===== src/rtl/cp0_trap_ctrl_pkg.sv =====
// Shared encodings and helpers for the CP0 trap sequencer.
package cp0_trap_ctrl_pkg;

    // Next-PC source selection handed to the fetch stage
    typedef enum logic [1:0] {
        NPC_SEL_SEQ     = 2'b00,
        NPC_SEL_HANDLER = 2'b01,
        NPC_SEL_EPC     = 2'b10
    } npc_sel_e;

    // Sequencer state: IDLE accepts traps, HOLD drains the pipeline
    typedef enum logic {
        IDLE = 1'b0,
        HOLD = 1'b1
    } state_e;

    localparam logic [4:0]  EXC_INT          = 5'd0;
    localparam logic [31:0] HANDLER_ADDR_DEF = 32'h0000_4180;
    localparam int          CNT_W            = 4;

    // EPC points at the branch when the faulting instruction sits in its delay slot
    function automatic logic [31:0] epc_calc(input logic [31:0] pc, input logic bd);
        logic [31:0] base;
        base = {pc[31:2], 2'b00};
        return bd ? (base - 32'd4) : base;
    endfunction

endpackage


===== src/rtl/cp0_trap_ctrl_if.sv =====
// M-stage request and CP0/pipeline response bundle for the trap sequencer.
interface cp0_trap_ctrl_if;
    import cp0_trap_ctrl_pkg::*;

    logic        m_valid;
    logic        m_stall;
    logic [4:0]  m_exccode;
    logic [31:0] m_pc;
    logic        m_bd;
    logic        m_eret;

    logic        trap;
    logic [4:0]  trap_code;
    logic [31:0] trap_pc;
    logic        trap_bd;
    logic        eret_go;
    logic        flush;
    npc_sel_e    npc_sel;
    logic        busy;

    // Pipeline / CP0 side
    modport master (
        output m_valid, m_stall, m_exccode, m_pc, m_bd, m_eret,
        input  trap, trap_code, trap_pc, trap_bd, eret_go, flush, npc_sel, busy
    );

    // Trap sequencer side
    modport slave (
        input  m_valid, m_stall, m_exccode, m_pc, m_bd, m_eret,
        output trap, trap_code, trap_pc, trap_bd, eret_go, flush, npc_sel, busy
    );
endinterface


===== src/rtl/cp0_trap_ctrl_irq_pending.sv =====
// Device interrupt capture: per-bit level follow or edge latch with ack clear.
module irq_pending #(
    parameter logic [5:0] EDGE_MASK = 6'b000000
) (
    input  logic       clk,
    input  logic       reset,
    input  logic [5:0] irq_in,
    input  logic [5:0] irq_clr,
    output logic [5:0] hwint
);
    logic [5:0] prev_r;
    logic [5:0] hwint_r;
    logic [5:0] rise_s;
    logic [5:0] hwint_nx_s;

    // Next pending vector: a new rising edge beats a same-cycle ack on edge bits
    always_comb begin
        rise_s     = irq_in & ~prev_r;
        hwint_nx_s = (EDGE_MASK & (rise_s | (hwint_r & ~irq_clr)))
                   | (~EDGE_MASK & irq_in);
    end

    // Edge history and pending register
    always_ff @(posedge clk) begin
        if (!reset) begin
            prev_r  <= 6'b000000;
            hwint_r <= 6'b000000;
        end else begin
            prev_r  <= irq_in;
            hwint_r <= hwint_nx_s;
        end
    end

    assign hwint = hwint_r;
endmodule


===== src/rtl/cp0_trap_ctrl.sv =====
// Trap sequencer: picks interrupt / exception / ERET for the M-stage
// instruction, drives CP0 and the redirect, then drains the pipeline.
module cp0_trap_ctrl
    import cp0_trap_ctrl_pkg::*;
#(
    parameter int          FLUSH_CYC    = 2,
    parameter logic [5:0]  EDGE_MASK    = 6'b000000,
    parameter logic [31:0] HANDLER_ADDR = HANDLER_ADDR_DEF
) (
    input  logic                  clk,
    input  logic                  reset,
    input  logic [5:0]            irq_in,
    input  logic [5:0]            irq_clr,
    input  logic [5:0]            sr_im,
    input  logic                  sr_ie,
    input  logic                  sr_exl,
    output logic [5:0]            hwint,
    cp0_trap_ctrl_if.slave        bus
);
    localparam logic [CNT_W-1:0] HOLD_LOAD = CNT_W'(FLUSH_CYC - 1);
    localparam bit               USE_HOLD  = (FLUSH_CYC > 1);

    state_e           state_r;
    state_e           state_nx_s;
    logic [CNT_W-1:0] cnt_r;
    logic [CNT_W-1:0] cnt_nx_s;
    logic             ready_r;

    logic [5:0]  hwint_s;
    logic        accept_s;
    logic        int_req_s;
    logic        exc_req_s;
    logic        trap_s;
    logic [4:0]  trap_code_s;
    logic [31:0] trap_pc_s;
    logic        trap_bd_s;
    logic        eret_go_s;
    logic        flush_s;
    npc_sel_e    npc_sel_s;
    logic        busy_s;

    irq_pending #(.EDGE_MASK(EDGE_MASK)) u_irq_pending (
        .clk     (clk),
        .reset   (reset),
        .irq_in  (irq_in),
        .irq_clr (irq_clr),
        .hwint   (hwint_s)
    );

    // Trap decision, CP0 outputs and drain-state next values
    always_comb begin
        state_nx_s  = state_r;
        cnt_nx_s    = cnt_r;
        trap_s      = 1'b0;
        trap_code_s = 5'd0;
        trap_pc_s   = 32'd0;
        trap_bd_s   = 1'b0;
        eret_go_s   = 1'b0;
        flush_s     = 1'b0;
        npc_sel_s   = NPC_SEL_SEQ;
        busy_s      = 1'b0;

        // ready_r keeps the first cycle after reset quiet
        accept_s  = reset & ready_r & (state_r == IDLE) & bus.m_valid & ~bus.m_stall;
        int_req_s = sr_ie & ~sr_exl & (|(hwint_s & sr_im));
        exc_req_s = (bus.m_exccode != 5'd0);

        case (state_r)
            IDLE: begin
                if (accept_s && (int_req_s || exc_req_s)) begin
                    trap_s      = 1'b1;
                    trap_code_s = int_req_s ? EXC_INT : bus.m_exccode;
                    trap_pc_s   = epc_calc(bus.m_pc, bus.m_bd);
                    trap_bd_s   = bus.m_bd;
                    npc_sel_s   = NPC_SEL_HANDLER;
                    flush_s     = 1'b1;
                end else if (accept_s && bus.m_eret) begin
                    eret_go_s   = 1'b1;
                    npc_sel_s   = NPC_SEL_EPC;
                    flush_s     = 1'b1;
                end else begin
                    flush_s     = 1'b0;
                end
                if (flush_s && USE_HOLD) begin
                    state_nx_s = HOLD;
                    cnt_nx_s   = HOLD_LOAD;
                end else begin
                    state_nx_s = IDLE;
                end
            end
            HOLD: begin
                // Outputs stay quiet while reset is held; the register reset does the rest
                flush_s = reset;
                busy_s  = reset;
                if (cnt_r <= CNT_W'(1)) begin
                    state_nx_s = IDLE;
                    cnt_nx_s   = CNT_W'(0);
                end else begin
                    cnt_nx_s   = cnt_r - CNT_W'(1);
                end
            end
            default: begin
                state_nx_s = IDLE;
                cnt_nx_s   = CNT_W'(0);
            end
        endcase
    end

    // State, drain counter and post-reset guard
    always_ff @(posedge clk) begin
        if (!reset) begin
            state_r <= IDLE;
            cnt_r   <= CNT_W'(0);
            ready_r <= 1'b0;
        end else begin
            state_r <= state_nx_s;
            cnt_r   <= cnt_nx_s;
            ready_r <= 1'b1;
        end
    end

    assign hwint         = hwint_s;
    assign bus.trap      = trap_s;
    assign bus.trap_code = trap_code_s;
    assign bus.trap_pc   = trap_pc_s;
    assign bus.trap_bd   = trap_bd_s;
    assign bus.eret_go   = eret_go_s;
    assign bus.flush     = flush_s;
    assign bus.npc_sel   = npc_sel_s;
    assign bus.busy      = busy_s;
endmodule


===== src/flat_wrapper.sv =====
// flat-port wrapper written by rule: the top's interface ports become plain ports
module cp0_trap_ctrl_flat import cp0_trap_ctrl_pkg::*;
#(
    parameter int          FLUSH_CYC    = 2,
    parameter logic [5:0]  EDGE_MASK    = 6'b000000,
    parameter logic [31:0] HANDLER_ADDR = HANDLER_ADDR_DEF
)
  (clk, reset, irq_in, irq_clr, sr_im, sr_ie, sr_exl, hwint, bus_m_valid, bus_m_stall, bus_m_exccode, bus_m_pc, bus_m_bd, bus_m_eret, bus_trap, bus_trap_code, bus_trap_pc, bus_trap_bd, bus_eret_go, bus_flush, bus_npc_sel, bus_busy);
  cp0_trap_ctrl_if bus_i ();
  input  logic clk;
  input  logic reset;
  input  logic [5:0] irq_in;
  input  logic [5:0] irq_clr;
  input  logic [5:0] sr_im;
  input  logic sr_ie;
  input  logic sr_exl;
  output logic [5:0] hwint;
  input wire logic [$bits(bus_i.m_valid)-1:0] bus_m_valid;
  input wire logic [$bits(bus_i.m_stall)-1:0] bus_m_stall;
  input wire logic [$bits(bus_i.m_exccode)-1:0] bus_m_exccode;
  input wire logic [$bits(bus_i.m_pc)-1:0] bus_m_pc;
  input wire logic [$bits(bus_i.m_bd)-1:0] bus_m_bd;
  input wire logic [$bits(bus_i.m_eret)-1:0] bus_m_eret;
  output wire logic [$bits(bus_i.trap)-1:0] bus_trap;
  output wire logic [$bits(bus_i.trap_code)-1:0] bus_trap_code;
  output wire logic [$bits(bus_i.trap_pc)-1:0] bus_trap_pc;
  output wire logic [$bits(bus_i.trap_bd)-1:0] bus_trap_bd;
  output wire logic [$bits(bus_i.eret_go)-1:0] bus_eret_go;
  output wire logic [$bits(bus_i.flush)-1:0] bus_flush;
  output wire logic [$bits(bus_i.npc_sel)-1:0] bus_npc_sel;
  output wire logic [$bits(bus_i.busy)-1:0] bus_busy;
  assign bus_i.m_valid = bus_m_valid;
  assign bus_i.m_stall = bus_m_stall;
  assign bus_i.m_exccode = bus_m_exccode;
  assign bus_i.m_pc = bus_m_pc;
  assign bus_i.m_bd = bus_m_bd;
  assign bus_i.m_eret = bus_m_eret;
  assign bus_trap = bus_i.trap;
  assign bus_trap_code = bus_i.trap_code;
  assign bus_trap_pc = bus_i.trap_pc;
  assign bus_trap_bd = bus_i.trap_bd;
  assign bus_eret_go = bus_i.eret_go;
  assign bus_flush = bus_i.flush;
  assign bus_npc_sel = bus_i.npc_sel;
  assign bus_busy = bus_i.busy;
  cp0_trap_ctrl #(.FLUSH_CYC(FLUSH_CYC), .EDGE_MASK(EDGE_MASK), .HANDLER_ADDR(HANDLER_ADDR)) u_core (.clk(clk), .reset(reset), .irq_in(irq_in), .irq_clr(irq_clr), .sr_im(sr_im), .sr_ie(sr_ie), .sr_exl(sr_exl), .hwint(hwint), .bus(bus_i));
endmodule

===== config.mk =====
export PLATFORM = sky130hd
export DESIGN_NAME = cp0_trap_ctrl_flat
export DESIGN_NICKNAME = d
export VERILOG_FILES = /design/src/rtl/cp0_trap_ctrl_pkg.sv /design/src/rtl/cp0_trap_ctrl_if.sv /design/src/rtl/cp0_trap_ctrl_irq_pending.sv /design/src/rtl/cp0_trap_ctrl.sv /design/src/flat_wrapper.sv
export SDC_FILE = /design/constraint.sdc
export NUM_CORES = 1
export LEC_CHECK = 0
export CAP_MARGIN = 40
export CORE_MARGIN = 10
export CORE_UTILIZATION = 36
export CTS_BUF_LIST = sky130_fd_sc_hd__clkbuf_16
export DETAILED_ROUTE_END_ITERATION = 8
export GPL_TIMING_DRIVEN = 0
export HOLD_SLACK_MARGIN = 0.15
export PLACE_DENSITY_LB_ADDON = 0.3
export SLEW_MARGIN = 25
export SYNTH_ARGS = -nofsm -noshare
export SYNTH_HDL_FRONTEND = slang
export SYNTH_HIERARCHICAL = 1
export SYNTH_SLANG_ARGS = --single-unit

===== constraint.sdc =====
create_clock -name clk -period 3.8 [get_ports clk]
set_input_delay 0.38 -clock clk [delete_from_list [all_inputs] [get_ports clk]]
set_output_delay 0.38 -clock clk [all_outputs]
set_load 0.02 [all_outputs]

==> results.cfg <==
[route]
drt_first_iter_violations = 81
totalWireLength_um = 5552
detailroute.via_count = 1949
ant_nets = 0
firstDrtPassIters = 4
drt-wirelength-per-cell_um = 15.55
remaining_drc_errors = 0
route.detailed.vias_per_inst = 5.459

[timing]
worst-slew-pin-transition_ps = 651.5
grt_setup_unrepaired = no
max_freq_mhz = 272.0
finalHoldViolCount = 0
setup_skew_after_layout_ps = 0.2462
slew_violations = 0
max_slew_margin_pct = 56.17
final.min_clock_period_ps = 3676
timing.final.crit_share_pct = 96.74
final-setup-viol-count = 0
timing.setup.tns_ps = 0

[synth]
synthesis.instances = 201
asr_flop_ratio_synth_pct = 0
synth_most_common_cell = sky130_fd_sc_hd__nor2_1
synth_ff_type = sky130_fd_sc_hd__dfxtp_1
post_synthesis_cell_type_count = 44
synth_area_leader_cell = sky130_fd_sc_hd__dfxtp_1
synth_common_cells = sky130_fd_sc_hd__nor2_1 (18), sky130_fd_sc_hd__a21oi_1 (17), sky130_fd_sc_hd__or4_1 (14)
syn-mean-instance-area_um2 = 7.221
synth.yosys.seq_area_share_pct = 16.55
synth_area_mm2 = 0.001451
yosys_warnings = 6
synthDominantCellAreaShare_pct = 16.55
synth_enable_flop_cells = 0
synth.area.top_cells = sky130_fd_sc_hd__dfxtp_1 (17%), sky130_fd_sc_hd__or4_1 (7.2%), sky130_fd_sc_hd__a21oi_1 (5.9%)
ys_ff_latch = 12

[grt]
gr-usage-all-layers_pct = 14.64
grt_util_met1_pct = 17.18
layer_with_the_highest_usage_after_global_routing = met2
met2_track_demand_over_resource_pct = 24.93
use_met3_pct = 5.664
grt_start_max_net_pins = 11
overflow = 0
first_global_vias = 1847
number_of_antenna_violations_at_the_first_check_in_global_routing = 0
grt_pass1_wl_um = 8907

[clock_tree]
number_of_buffers_inserted_by_post_cts_setup_repair = 0
cts_htree_levels = 1
clk_root_buffer_cell = sky130_fd_sc_hd__clkbuf_16
ctsHoldBuffers = 0
count_of_clock_tree_sinks = 12
ctsLongestPathBuffers = 2
cts.repair.resized = 0
cts_inserted_buffers = 3
tritoncts = built
worst_setup_hold_path_clk_slew_ps = 40
clock_insertion_delay_at_the_later_pin_of_the_skew_report_ps = 240

[layout]
antenna_cells = 0
fillers = 366
final_nets = 374
final_instance_count_excl_fillers = 357
post_route_cells_drive_above_1_share_pct = 5.863
syn2layout_area_growth_pct = 79.66

[setup_path]
crit_type = primary input to primary output
worst_ep_arrival_time_ps = 3300
critical_path.startpoint_type = primary input
crit_path_end_kind = primary output
worstPathRequired_ps = 3420
worstPathMaxFanout = 10

[hold_path]
hold_path.class = register to register

[run]
max-cap-violations = 0

[floorplanning]
die_area_mm2 = 0.006971
fp.dieW_um = 83.50
core.rowCount = 23
start_util_pct = 36.81
die_height_um = 83.50
core-area_mm2 = 0.003943
io_pins = 113

[power_and_ir_drop]
cellLeakagePower_uw = 0.0008610
power.density_cell_area_mw_per_mm2 = 187.0
max-vdd-ir-drop_uv = 263.1

[placement]
port-buffer-count = 101
placed_cells_incl_taps = 353
dpl.hpwl_um = 4607
globalplace.congestion = 0.8364

[run_status]
status = complete, no violations
-- cells by family after synthesis --
family	count (synthesis)	share of synthesized area [%]
and+or+nand+nor	101	44.05
AOI/OAI and AO/OA	53	23.62
buffers and inverters	20	6.207
DFF	12	16.55
xor gates and xnor gates	10	6.035
adders and majority gates	3	2.586
other	1	0.2584
muxes	1	0.6897
-- final timing paths --
kind	startpoint	to	slack (ps)	cells after the start
worst max-delay path	bus_m_pc[14]	bus_trap_pc[17]	120	7
worst min-delay path	u_core/cnt_r[1]$_SDFFE_PN0P_	u_core/cnt_r[1]$_SDFFE_PN0P_	550	2
worst max register to register	u_core/u_irq_pending/hwint[2]$_SDFF_PN0_	u_core/cnt_r[2]$_SDFFE_PN0P_	2300	4
worst min register to register	u_core/cnt_r[1]$_SDFFE_PN0P_	u_core/cnt_r[1]$_SDFFE_PN0P_	550	2
-- sequential cells by signal, summed over array words and instances (netlist names) --
signal	count
u_core/state_r	1
u_core/cnt_r	4
u_core/ready_r	1
u_core/u_irq_pending/hwint	6
-- power breakdown --
group	total, µW	switching, µW	internal, µW
clock	194	55.2	139
sequential	133	2.42	131
combinational	161	70.5	90.1
-- per-layer routing --
| layer | vias to the layer above | wire [µm] |
|---|---|---|
| met5 | - | 0 |
| met4 | 0 | 22 |
| met3 | 3 | 503 |
| met2 | 73 | 2622 |
| met1 | 885 | 2404 |
| li1 | 988 | - |
-- through the flow --
stage	cell area [µm²]	total power, µW	hold slack [ps]	setup WS [ps]	utilization [%]
after floorplan	1455	195.6	407.7	1380	-
after global placement	2529	293.2	530.8	255.7	64.14
after detailed placement	2529	295.3	540.2	194.2	64.14
after CTS	2608	489.8	550.6	175.0	66.14
after global routing	2608	511.9	573.6	49.97	66.14
final	2608	487.7	549.3	123.9	66.14
-- layout by cell type (no fill, tap or decap), types with 2 or more instances in the layout --
cell	instances
sky130_fd_sc_hd__o31ai_1	11
sky130_fd_sc_hd__nor4b_1	2
sky130_fd_sc_hd__xor2_1	3
sky130_fd_sc_hd__nor3_1	5
sky130_fd_sc_hd__nand4b_1	5
sky130_fd_sc_hd__buf_4	4
sky130_fd_sc_hd__and2_1	11
sky130_fd_sc_hd__nand4_1	3
sky130_fd_sc_hd__ha_1	3
sky130_fd_sc_hd__nand3_1	2
sky130_fd_sc_hd__nand3b_1	3
sky130_fd_sc_hd__clkbuf_16	3
sky130_fd_sc_hd__nor2_1	18
sky130_fd_sc_hd__inv_1	8
sky130_fd_sc_hd__clkbuf_1	8
sky130_fd_sc_hd__or3_1	9
sky130_fd_sc_hd__xnor2_1	7
sky130_fd_sc_hd__nand2_1	7
sky130_fd_sc_hd__a21oi_1	17
sky130_fd_sc_hd__conb_1	2
sky130_fd_sc_hd__or4b_4	2
sky130_fd_sc_hd__o21ai_0	9
sky130_fd_sc_hd__or4_1	14
sky130_fd_sc_hd__nor4_1	10
sky130_fd_sc_hd__dfxtp_1	12
sky130_fd_sc_hd__clkdlybuf4s50_1	101
sky130_fd_sc_hd__o21a_1	2
sky130_fd_sc_hd__or2_2	4
sky130_fd_sc_hd__a22oi_1	3
sky130_fd_sc_hd__o31a_1	2
-- critical path, cell delays in order --
cell                              delay (ps)
sky130_fd_sc_hd__clkdlybuf4s50_1         480
sky130_fd_sc_hd__nor4_1                  630
sky130_fd_sc_hd__nand4_1                 380
sky130_fd_sc_hd__clkbuf_1                310
sky130_fd_sc_hd__or3_1                   350
sky130_fd_sc_hd__a21oi_1                 150
sky130_fd_sc_hd__clkdlybuf4s50_1         620
-- final cells by class --
cell class	count	area [µm²]	share of cell area, %
Clock inverter	1	3.754	0.1440
Multi-Input combinational cell	170	1125	43.14
Clock buffer	3	75.07	2.879
Sequential cell	12	240.2	9.213
Timing Repair Buffer	101	1011	38.77
Tap cell	50	62.56	2.399
Buffer	12	60.06	2.303
Inverter	8	30.03	1.152
Power figures use the tool's default switching activity.
